===== src/rtl/sc_reggeneral_arbiter_if.sv =====
// Bus bundle between requesters and the shared-register arbiter.
// The lock vector exists only when SC_REGARBITER_LOCK_EN is defined.
interface sc_reggeneral_arbiter_if #(
   parameter int NUM_REQ = 4,
   parameter int RegARBITER_DATAWIDTH = 8,
   parameter int ID_W = 2
);
   logic [NUM_REQ-1:0] SC_RegARBITER_req_InBUS;
   logic [NUM_REQ-1:0] SC_RegARBITER_op_InBUS;
   logic [NUM_REQ*RegARBITER_DATAWIDTH-1:0] SC_RegARBITER_data_InBUS;
`ifdef SC_REGARBITER_LOCK_EN
   logic [NUM_REQ-1:0] SC_RegARBITER_lock_InBUS;
`endif
   logic [NUM_REQ-1:0] SC_RegARBITER_ack_OutBUS;
   logic [ID_W-1:0] SC_RegARBITER_grantID_OutBUS;
   logic SC_RegARBITER_busy_Out;
   logic SC_RegARBITER_load_OutLow;
   logic SC_RegARBITER_clear_OutLow;
   logic [RegARBITER_DATAWIDTH-1:0] SC_RegARBITER_data_OutBUS;

   modport master (
      output SC_RegARBITER_req_InBUS,
      output SC_RegARBITER_op_InBUS,
      output SC_RegARBITER_data_InBUS,
`ifdef SC_REGARBITER_LOCK_EN
      output SC_RegARBITER_lock_InBUS,
`endif
      input  SC_RegARBITER_ack_OutBUS,
      input  SC_RegARBITER_grantID_OutBUS,
      input  SC_RegARBITER_busy_Out,
      input  SC_RegARBITER_load_OutLow,
      input  SC_RegARBITER_clear_OutLow,
      input  SC_RegARBITER_data_OutBUS
   );

   modport slave (
      input  SC_RegARBITER_req_InBUS,
      input  SC_RegARBITER_op_InBUS,
      input  SC_RegARBITER_data_InBUS,
`ifdef SC_REGARBITER_LOCK_EN
      input  SC_RegARBITER_lock_InBUS,
`endif
      output SC_RegARBITER_ack_OutBUS,
      output SC_RegARBITER_grantID_OutBUS,
      output SC_RegARBITER_busy_Out,
      output SC_RegARBITER_load_OutLow,
      output SC_RegARBITER_clear_OutLow,
      output SC_RegARBITER_data_OutBUS
   );
endinterface


===== src/rtl/sc_reggeneral_arbiter.sv =====
// Round-robin sequencer sharing one register among NUM_REQ requesters.
// Define SC_REGARBITER_LOCK_EN to let a winner hold the round-robin pointer.
module sc_reggeneral_arbiter #(
   parameter int NUM_REQ = 4,
   parameter int RegARBITER_DATAWIDTH = 8,
   parameter int ID_W = 2
) (
   input  logic SC_RegARBITER_CLOCK_50,
   input  logic SC_RegARBITER_RESET_InLow,
   sc_reggeneral_arbiter_if.slave bus
);
   localparam int W = RegARBITER_DATAWIDTH;

   typedef enum logic [1:0] {IDLE, EXEC, DONE} state_t;

   state_t stateQ, stateD;
   logic [ID_W-1:0] ptrQ, ptrD;
   logic [ID_W-1:0] gidQ, gidD;
   logic [NUM_REQ-1:0] ackQ, ackD;
   logic busyQ, busyD;
   logic loadQ, loadD;
   logic clearQ, clearD;
   logic [W-1:0] dataQ, dataD;

   logic [2*NUM_REQ-1:0] reqDbl;
   logic [NUM_REQ-1:0] reqRot;
   logic found;
   logic [ID_W-1:0] pick;
   logic lockHit;
   int sum;

   // Rotate so bit 0 is the pointer position; lowest set bit wins.
   always_comb begin
      reqDbl = {bus.SC_RegARBITER_req_InBUS,
                bus.SC_RegARBITER_req_InBUS} >> ptrQ;
      reqRot = reqDbl[NUM_REQ-1:0];
      found = 1'b0;
      pick = '0;
      sum = 0;
      for (int k = NUM_REQ - 1; k >= 0; k--) begin
         if (reqRot[k]) begin
            sum = int'(ptrQ) + k;
            if (sum >= NUM_REQ) sum = sum - NUM_REQ;
            found = 1'b1;
            pick = ID_W'(sum);
         end
      end
   end

`ifdef SC_REGARBITER_LOCK_EN
   assign lockHit = bus.SC_RegARBITER_lock_InBUS[gidQ];
`else
   assign lockHit = 1'b0;
`endif

   always_comb begin
      stateD = stateQ;
      ptrD = ptrQ;
      gidD = gidQ;
      ackD = '0;
      loadD = 1'b1;
      clearD = 1'b1;
      dataD = dataQ;
      unique case (stateQ)
         IDLE: begin
            if (found) begin
               stateD = EXEC;
               gidD = pick;
               dataD = bus.SC_RegARBITER_data_InBUS[pick*W +: W];
               if (bus.SC_RegARBITER_op_InBUS[pick]) clearD = 1'b0;
               else loadD = 1'b0;
            end
         end
         EXEC: begin
            stateD = DONE;
            ackD = NUM_REQ'(1) << gidQ;
         end
         DONE: begin
            stateD = IDLE;
            if (lockHit) ptrD = gidQ;
            else if (gidQ == ID_W'(NUM_REQ - 1)) ptrD = '0;
            else ptrD = gidQ + 1'b1;
         end
         default: stateD = IDLE;
      endcase
      busyD = (stateD != IDLE);
   end

   always_ff @(posedge SC_RegARBITER_CLOCK_50
               or negedge SC_RegARBITER_RESET_InLow) begin
      if (!SC_RegARBITER_RESET_InLow) begin
         stateQ <= IDLE;
         ptrQ <= '0;
         gidQ <= '0;
         ackQ <= '0;
         busyQ <= 1'b0;
         loadQ <= 1'b1;
         clearQ <= 1'b1;
         dataQ <= '0;
      end else begin
         stateQ <= stateD;
         ptrQ <= ptrD;
         gidQ <= gidD;
         ackQ <= ackD;
         busyQ <= busyD;
         loadQ <= loadD;
         clearQ <= clearD;
         dataQ <= dataD;
      end
   end

   assign bus.SC_RegARBITER_ack_OutBUS = ackQ;
   assign bus.SC_RegARBITER_grantID_OutBUS = gidQ;
   assign bus.SC_RegARBITER_busy_Out = busyQ;
   assign bus.SC_RegARBITER_load_OutLow = loadQ;
   assign bus.SC_RegARBITER_clear_OutLow = clearQ;
   assign bus.SC_RegARBITER_data_OutBUS = dataQ;
endmodule


===== src/flat_wrapper.sv =====
// flat-port wrapper written by rule: the top's interface ports become plain ports
module sc_reggeneral_arbiter_flat 
#(
   parameter int NUM_REQ = 4,
   parameter int RegARBITER_DATAWIDTH = 8,
   parameter int ID_W = 2
)
  (SC_RegARBITER_CLOCK_50, SC_RegARBITER_RESET_InLow, bus_SC_RegARBITER_req_InBUS, bus_SC_RegARBITER_op_InBUS, bus_SC_RegARBITER_data_InBUS, bus_SC_RegARBITER_ack_OutBUS, bus_SC_RegARBITER_grantID_OutBUS, bus_SC_RegARBITER_busy_Out, bus_SC_RegARBITER_load_OutLow, bus_SC_RegARBITER_clear_OutLow, bus_SC_RegARBITER_data_OutBUS);
  sc_reggeneral_arbiter_if #(.NUM_REQ(NUM_REQ), .RegARBITER_DATAWIDTH(RegARBITER_DATAWIDTH), .ID_W(ID_W)) bus_i ();
  input  logic SC_RegARBITER_CLOCK_50;
  input  logic SC_RegARBITER_RESET_InLow;
  input wire logic [$bits(bus_i.SC_RegARBITER_req_InBUS)-1:0] bus_SC_RegARBITER_req_InBUS;
  input wire logic [$bits(bus_i.SC_RegARBITER_op_InBUS)-1:0] bus_SC_RegARBITER_op_InBUS;
  input wire logic [$bits(bus_i.SC_RegARBITER_data_InBUS)-1:0] bus_SC_RegARBITER_data_InBUS;
  output wire logic [$bits(bus_i.SC_RegARBITER_ack_OutBUS)-1:0] bus_SC_RegARBITER_ack_OutBUS;
  output wire logic [$bits(bus_i.SC_RegARBITER_grantID_OutBUS)-1:0] bus_SC_RegARBITER_grantID_OutBUS;
  output wire logic [$bits(bus_i.SC_RegARBITER_busy_Out)-1:0] bus_SC_RegARBITER_busy_Out;
  output wire logic [$bits(bus_i.SC_RegARBITER_load_OutLow)-1:0] bus_SC_RegARBITER_load_OutLow;
  output wire logic [$bits(bus_i.SC_RegARBITER_clear_OutLow)-1:0] bus_SC_RegARBITER_clear_OutLow;
  output wire logic [$bits(bus_i.SC_RegARBITER_data_OutBUS)-1:0] bus_SC_RegARBITER_data_OutBUS;
  assign bus_i.SC_RegARBITER_req_InBUS = bus_SC_RegARBITER_req_InBUS;
  assign bus_i.SC_RegARBITER_op_InBUS = bus_SC_RegARBITER_op_InBUS;
  assign bus_i.SC_RegARBITER_data_InBUS = bus_SC_RegARBITER_data_InBUS;
  assign bus_SC_RegARBITER_ack_OutBUS = bus_i.SC_RegARBITER_ack_OutBUS;
  assign bus_SC_RegARBITER_grantID_OutBUS = bus_i.SC_RegARBITER_grantID_OutBUS;
  assign bus_SC_RegARBITER_busy_Out = bus_i.SC_RegARBITER_busy_Out;
  assign bus_SC_RegARBITER_load_OutLow = bus_i.SC_RegARBITER_load_OutLow;
  assign bus_SC_RegARBITER_clear_OutLow = bus_i.SC_RegARBITER_clear_OutLow;
  assign bus_SC_RegARBITER_data_OutBUS = bus_i.SC_RegARBITER_data_OutBUS;
  sc_reggeneral_arbiter #(.NUM_REQ(NUM_REQ), .RegARBITER_DATAWIDTH(RegARBITER_DATAWIDTH), .ID_W(ID_W)) u_core (.SC_RegARBITER_CLOCK_50(SC_RegARBITER_CLOCK_50), .SC_RegARBITER_RESET_InLow(SC_RegARBITER_RESET_InLow), .bus(bus_i));
endmodule

===== config.mk =====
export PLATFORM = sky130hd
export DESIGN_NAME = sc_reggeneral_arbiter_flat
export DESIGN_NICKNAME = d
export VERILOG_FILES = /design/src/rtl/sc_reggeneral_arbiter_if.sv /design/src/rtl/sc_reggeneral_arbiter.sv /design/src/flat_wrapper.sv
export SDC_FILE = /design/constraint.sdc
export NUM_CORES = 1
export LEC_CHECK = 0
export ABC_AREA = 1
export BUFFER_PORTS_ARGS = -buffer_cell sky130_fd_sc_hd__buf_2
export CORE_MARGIN = 2
export CORE_UTILIZATION = 51
export DETAILED_ROUTE_END_ITERATION = 16
export HOLD_SLACK_MARGIN = 0.03
export PLACE_DENSITY = 0.84
export SKIP_CTS_REPAIR_TIMING = 1
export SKIP_LAST_GASP = 1
export SLEW_MARGIN = 20
export SYNTH_ARGS = -nofsm -noshare
export SYNTH_HDL_FRONTEND = slang
export SYNTH_SLANG_ARGS = --single-unit
export TNS_END_PERCENT = 30

===== constraint.sdc =====
create_clock -name SC_RegARBITER_CLOCK_50 -period 2.65 [get_ports SC_RegARBITER_CLOCK_50]
set_input_delay 0.53 -clock SC_RegARBITER_CLOCK_50 [delete_from_list [all_inputs] [get_ports SC_RegARBITER_CLOCK_50]]
set_output_delay 0.53 -clock SC_RegARBITER_CLOCK_50 [all_outputs]
set_load 0.05 [all_outputs]

==> results of run 1 <==
through the flow:
stage          total power [uW]  instances  instance area (um^2)  worst slack, ps  hold slack [ps]
3_3_place_gp               2460        280                  1710              764              458
5_1_grt                    2900        284                  1740              506              176
6_report                   2630        284                  1740              697              156
4_1_cts                    2650        284                  1740              708              161
3_5_place_dp               2480        280                  1710              728              466
2_1_floorplan              2180        195                  1420             1100              234
per-layer routing:
layer	track usage	vias up
met3	0.0346	2
met4	0.0578	0
met2	0.369	53
li1	-	721
met1	0.279	624
met5	0	-
Yosys cell counts:
cell,instances
dfrtp_1,19
buf_6,3
a21oi_1,3
nand3_1,29
inv_2,3
nand4_1,1
a21boi_2,1
nand2_4,5
o21ai_4,1
nor2_1,16
inv_8,1
buf_2,2
o21ai_0,3
dfstp_2,2
or2_0,2
nor2_2,1
inv_1,20
nand2_1,66
nand3_2,3
or2_2,1
ha_1,4
nand3_4,1
nand2_2,8
sequential cells by signal (all words and copies together) (netlist names):
name                                     count
u_core.bus.SC_RegARBITER_ack_OutBUS          4
u_core.bus.SC_RegARBITER_data_OutBUS         8
u_core.ptrQ                                  2
u_core.bus.SC_RegARBITER_clear_OutLow        1
u_core.bus.SC_RegARBITER_grantID_OutBUS      2
u_core.stateQ                                2
u_core.bus.SC_RegARBITER_busy_Out            1
u_core.bus.SC_RegARBITER_load_OutLow         1
layout make-up:
| cell class | instances | area, um^2 | share of cell area |
|---|---|---|---|
| multi-input cells | 145 | 746 | 0.430 |
| flip-flops and latches | 21 | 528 | 0.304 |
| repair buffers | 59 | 298 | 0.172 |
| inverters | 24 | 97.6 | 0.0562 |
| well taps | 31 | 38.8 | 0.0224 |
| clock buffers | 3 | 22.5 | 0.0130 |
| clock inverters | 1 | 5.00 | 0.00288 |
cells by family (layout without fill, tap and decap cells):
kind of cell | Yosys count | after routing | synth area share
AOI/OAI and AO/OA | 8 | 8 | 0.0407
adders and majority gates | 4 | 4 | 0.0354
buffers and inverters | 29 | 87 | 0.0999
DFF | 21 | 21 | 0.373
and+or+nand+nor | 133 | 133 | 0.451
final timing paths:
check	endpoint	startpoint	cells after the start
worst max-delay path	u_core.bus.SC_RegARBITER_data_OutBUS[3]	u_core.ptrQ[0]	11
worst min-delay path	u_core.ptrQ[1]	SC_RegARBITER_RESET_InLow	1
worst max register to register	u_core.bus.SC_RegARBITER_data_OutBUS[3]	u_core.ptrQ[0]	11
worst min register to register	u_core.stateQ[1]	u_core.stateQ[1]	1
max in group asynchronous	u_core.bus.SC_RegARBITER_load_OutLow	SC_RegARBITER_RESET_InLow	1
min in group SC_RegARBITER_CLOCK_50	u_core.stateQ[1]	u_core.stateQ[1]	1
report_power, final:
group          switching (uW)  internal (uW)
Combinational            1340            546
Clock                     102           56.4
Sequential                112            478
worst max-delay path, stage by stage, from the launching register on:
cell	delay [ps]
dfrtp_1	650
nand2_1	170
nand3_2	110
nand2_2	100
inv_2	100
a21boi_2	60
nand2_2	160
inv_2	100
nor2_2	190
nand2_1	70
nor2_1	90
nor2_1	60
==> results.md, run 1 <==
- Status: finished, final reports clean
- Area leader, netlist: dfrtp_1
- Antenna-violating nets left: 0
- Skew final: 3.03 ps
- Max-slew headroom: 0.684
- Starting Density: 0.527
- Final min period: 1950 ps
- Met3 wire length: 215 um
- Final Util: 0.646
- Routed met1 length: roughly 1400 um
- # DRC: 0
- Power Density: 1520 mW/mm^2
- Core area: 0.00269 mm^2
- DIE AREA: 0.00321 mm^2
- Routed vias: 1400
- Crit path DAT: between 2000 and 2500 ps
- GR Overflow Total: 0
- Pleak: 0.00102 uW
- Most common cell after layout, fill and taps aside: nand2_1
- Yosys warning total: 0
- Inserted Clock Buffers: 3
- IR drop worst, VDD: 0.000964 V
- Synth top area share: 0.336
- Final Hold Viols: 0
- Chip width: approximately 57 um
- Most frequent cells in the layout: 66 x nand2_1, 58 x buf_2, 29 x nand3_1
- Number of diodes: 0
- Final Cycle Share: 0.737
- Fin. max-slew vios: 0
- Hpwl dp: 2470 um
- Nets@finish: 300
- Top layer in use: met4
- Cells after Synth: 195
- Worst setup path class: flip-flop to flip-flop
- Top post-synthesis cells by area: dfrtp_1 34%, nand2_1 18%, nand3_1 10%
- Worst Path Required: 2860 ps
- Cell Area, Synth: 0.00142 mm^2
- Total Neg Setup Slack: 0 ps
- CP Max Fanout: 9
- Slew of the pin with the lowest slew margin: 474 ps
- Unique masters post-synth: 23
- Worst-path clk slew: 120 ps
- R2r setup slk: around 700 ps
- Fillers: 266
- Largest net degree at the start of global routing: 22
- Seq/Total Area, Yosys: 0.373
- H-tree depth: 1
- CTS tree: yes
- Vias in the first global route: approximately 1300
- Clk sinks: 21
- Global-route wire length before repair: 5510 um
- Syn Nets: 241
- Die height: 56.7 um
- DR WL/cell: 10.9 um
- Gr usage total: 0.215
- DRT Pass-1 Iters: 4
- IO Count: 59
- Worst-Skew Late Latency: 310 ps
- 1st-iter DRT viols: 34
- Number of core rows: 19
- Crit path capture type: flip-flop
- Proportion of layout cells with a drive suffix above 1: 0.356
- Startpoint Class: flip-flop
- Syn_area_per_cell: 7.26 um^2
- P&R area growth vs syn: 22.6%
- Min-delay worst type: primary input to asynchronous set/reset pin
- #FFs+latches synth: 21
- Via density: slightly below 5
- Antenna violations before repair: 0
- Maxcap violations: 0
- Final Wtd Congestion: 0.906
- Met2 WL: 1490 um
- RSZ-0062 raised after global routing: no
- IO Port Bufs: between 50 and 60
- CTS Buffer Depth: 2
- Root Driver: clkbuf_4
- Post-Route WL: 3090 um
- Finish-stage setup viols: 0
- F_max: 512 MHz
No activity file was read; power rests on OpenSTA's default activity.
==> run 2: changes to the inputs <==
Settings changed: ABC_AREA 1 to 0, CORE_UTILIZATION 51 to 44, PLACE_DENSITY 0.84 to 0.78.
Clock period 2.65 ns to 1.9 ns, I/O delays scaled along.
==> results.md, run 2 <==
- Status: finished, final reports clean
- Crit path capture type: flip-flop
- Dpl cell area: 0.00148 mm^2
- Final Wtd Congestion: ~0.71
- Core area: 0.00248 mm^2
- Number of core rows: 18
- Number of flops mapped to enable cells by yosys: 0
- Largest register FFs: 8
- Syn Nets: ~150
- GR Overflow Total: 0
- Starting Density: 0.464
- # DRC: 0
- Via density: about 5.2
- CTS Buffer Depth: 2
- Cells after Synth: 103
- IO Port Bufs: between 50 and 60
- Skew final: 5.50 ps
- RSZ-0062 raised after global routing: no
- RR Startpoint: u_core.ptrQ[0]
- Chip width: 55.1 um
- Critical Path Source: u_core.ptrQ[0]
- CTS tree: yes
- Yosys warning total: 0
- Fin. max-slew vios: 0
- F_max: roughly 560 MHz
- DR WL/cell: 13.2 um
- Die height: 55.1 um
- R2r setup slk: 110 ps
- Fillers: 226
- Most common cell after layout, fill and taps aside: buf_2
- Worst-Skew Late Latency: about 300 ps
- P&R area growth vs syn: 31.6%
- IR drop worst, VDD: 0.000909 V
- Worst setup endpoint: u_core.bus.SC_RegARBITER_data_OutBUS[1]
- H-tree depth: 1
- Clk sinks: 21
- Worst Path Required: between 2000 and 2500 ps
- Multi-input logic area: 581 um^2
- Maxcap violations: 0
- IO Count: a little under 60
- Syn_area_per_cell: between 10 and 15 um^2
- Worst setup path class: flip-flop to flip-flop
- Largest net degree at the start of global routing: 22
- Vias in the first global route: 911
- Finish-stage setup viols: 0
- FF-to-FF End: u_core.bus.SC_RegARBITER_data_OutBUS[1]
- Final Instance Area: ~0.0015 mm^2
- Synth top cells by count: 19 x dfrtp_1, 16 x mux2i_1, 11 x nand2_1, 6 x nor2_1, 5 x o221ai_1
- Gr usage total: 0.184
- Final min period: 1790 ps
- XOR/XNOR Fraction of Synth Area: 0
- #FFs+latches synth: 21
- Proportion of layout cells with a drive suffix above 1: 0.461
- Final Cycle Share: 0.940
- Antenna-violating nets left: 0
- 1st-iter DRT viols: 16
- Global-route wire length before repair: 3960 um
- FF+latch area: ~530 um^2
- Cell Area, Synth: around 0.0011 mm^2
- Top post-synthesis cells by area: dfrtp_1 41%, mux2i_1 14%, dfstp_2 4.6%
- Post-Route WL: 2610 um
- DRT Pass-1 Iters: 4
- Hpwl dp: approximately 2100 um
- R2R depth: 6
- Startpoint Class: flip-flop
- Total Neg Setup Slack: 0 ps
- Routed vias: ~1000
- Post-synthesis async set-or-reset flop share: 1.00
- Power Density: 1700 mW/mm^2
- Final Hold Viols: 0
- Max-slew headroom: 0.695
- Compound-Gate Fraction of Synth Area: 0.127
- Min-delay worst type: primary input to asynchronous set/reset pin
- Area leader, netlist: dfrtp_1
- Most frequent cells in the layout: 58 x buf_2, 19 x dfrtp_1, 16 x mux2i_1
- Nets@finish: 214
- Number of diodes: 0
- Crit path DAT: 1960 ps
- Unique masters post-synth: 32
- Root Driver: clkbuf_4
- Power Total: 2570 uW
- Slew of the pin with the lowest slew margin: 457 ps
- Seq/Total Area, Yosys: 0.460
- Inserted Clock Buffers: 3
- Most frequent cell after synthesis: dfrtp_1
- DIE AREA: 0.00303 mm^2
- Largest family of logic cells by synthesized area: simple AND/OR/NAND/NOR gates
- CP Max Fanout: 12
- Antenna violations before repair: 0
- Mux contribution to synthesized area: 0.149
- Synth top area share: 0.414
- Dominant synthesized flop cell: dfrtp_1
- Worst-path clk slew: 120 ps
- Adder-Cell Fraction of Synth Area: 0.0436
- Post-Synth Simple-Gate Area: 0.173
- Pleak: 0.000811 uW
[run 2: cell types whose count changed in the layout (fill, tap and decap cells not counted), sizes merged, moves of 11 or more]
cell | previous run | this run
inv | 24 | 2
nand3 | 33 | 1
nand2 | 79 | 11
nor2 | 17 | 6
mux2i | 0 | 16
[run 2: cell families (layout without fill, tap and decap cells)]
logic type,count (synthesis),count (layout)
AO/OA/AOI/OAI,19,19
adder cells (fa/ha/maj),4,4
buffers and inverters,6,70
flip-flops,21,21
multiplexers,17,17
AND/OR/NAND/NOR,36,36
[run 2: how the worst min path moves through the flow]
stage	slack, ps	depth (start not counted)	startpoint	endpoint
after CTS	30	1	SC_RegARBITER_RESET_InLow	u_core.bus.SC_RegARBITER_data_OutBUS[4]
after global placement	350	1	SC_RegARBITER_RESET_InLow	u_core.bus.SC_RegARBITER_ack_OutBUS[1]
after floorplan	80	0	SC_RegARBITER_RESET_InLow	u_core.bus.SC_RegARBITER_ack_OutBUS[0]
after detailed placement	360	1	SC_RegARBITER_RESET_InLow	u_core.bus.SC_RegARBITER_data_OutBUS[4]
final	7	1	SC_RegARBITER_RESET_InLow	u_core.bus.SC_RegARBITER_busy_Out
after global routing	40	1	SC_RegARBITER_RESET_InLow	u_core.bus.SC_RegARBITER_data_OutBUS[1]
[run 2: power by group]
part | leakage [uW] | switching [uW] | internal (uW)
Sequential | 0.000255 | 119 | 653
Combinational | 0.000541 | 1060 | 525
Clock | 0.0000150 | 133 | 81.7
[run 2: area by class of cell]
| type | count | area share |
|---|---|---|
| Clock buffer | 4 | 0.0174 |
| Inverter | 3 | 0.00745 |
| Tap cell | 30 | 0.0248 |
| Timing Repair Buffer | 63 | 0.217 |
| Multi-Input combinational cell | 76 | 0.384 |
| Sequential cell | 21 | 0.349 |
[run 2: routing by layer]
metal | track usage | up-vias | wire length (um)
met5 | 0 | - | 0
met4 | 0.0650 | 0 | 9
met3 | 0.0349 | 2 | 191
met2 | 0.315 | 41 | 1250
met1 | 0.231 | 474 | 1150
li1 | - | 500 | -
[run 2: critical path, stage by stage (launching register included)]
cell and delay, ps:
dfrtp_1 440, nor2b_2 180, nor3b_2 80, o22ai_4 290
buf_4 300, mux2i_1 220, o221ai_1 140
[run 2: per-stage QoR]
stage	setup WS (ps)	std cells	hold WS, ps	utilization
after floorplan	403	103	84.4	-
after global placement	22.0	193	353	0.596
after detailed placement	-84.6	193	359	0.596
after CTS	1.36	197	27.1	0.607
after global routing	15.2	197	39.3	0.610
final	114	197	6.85	0.610
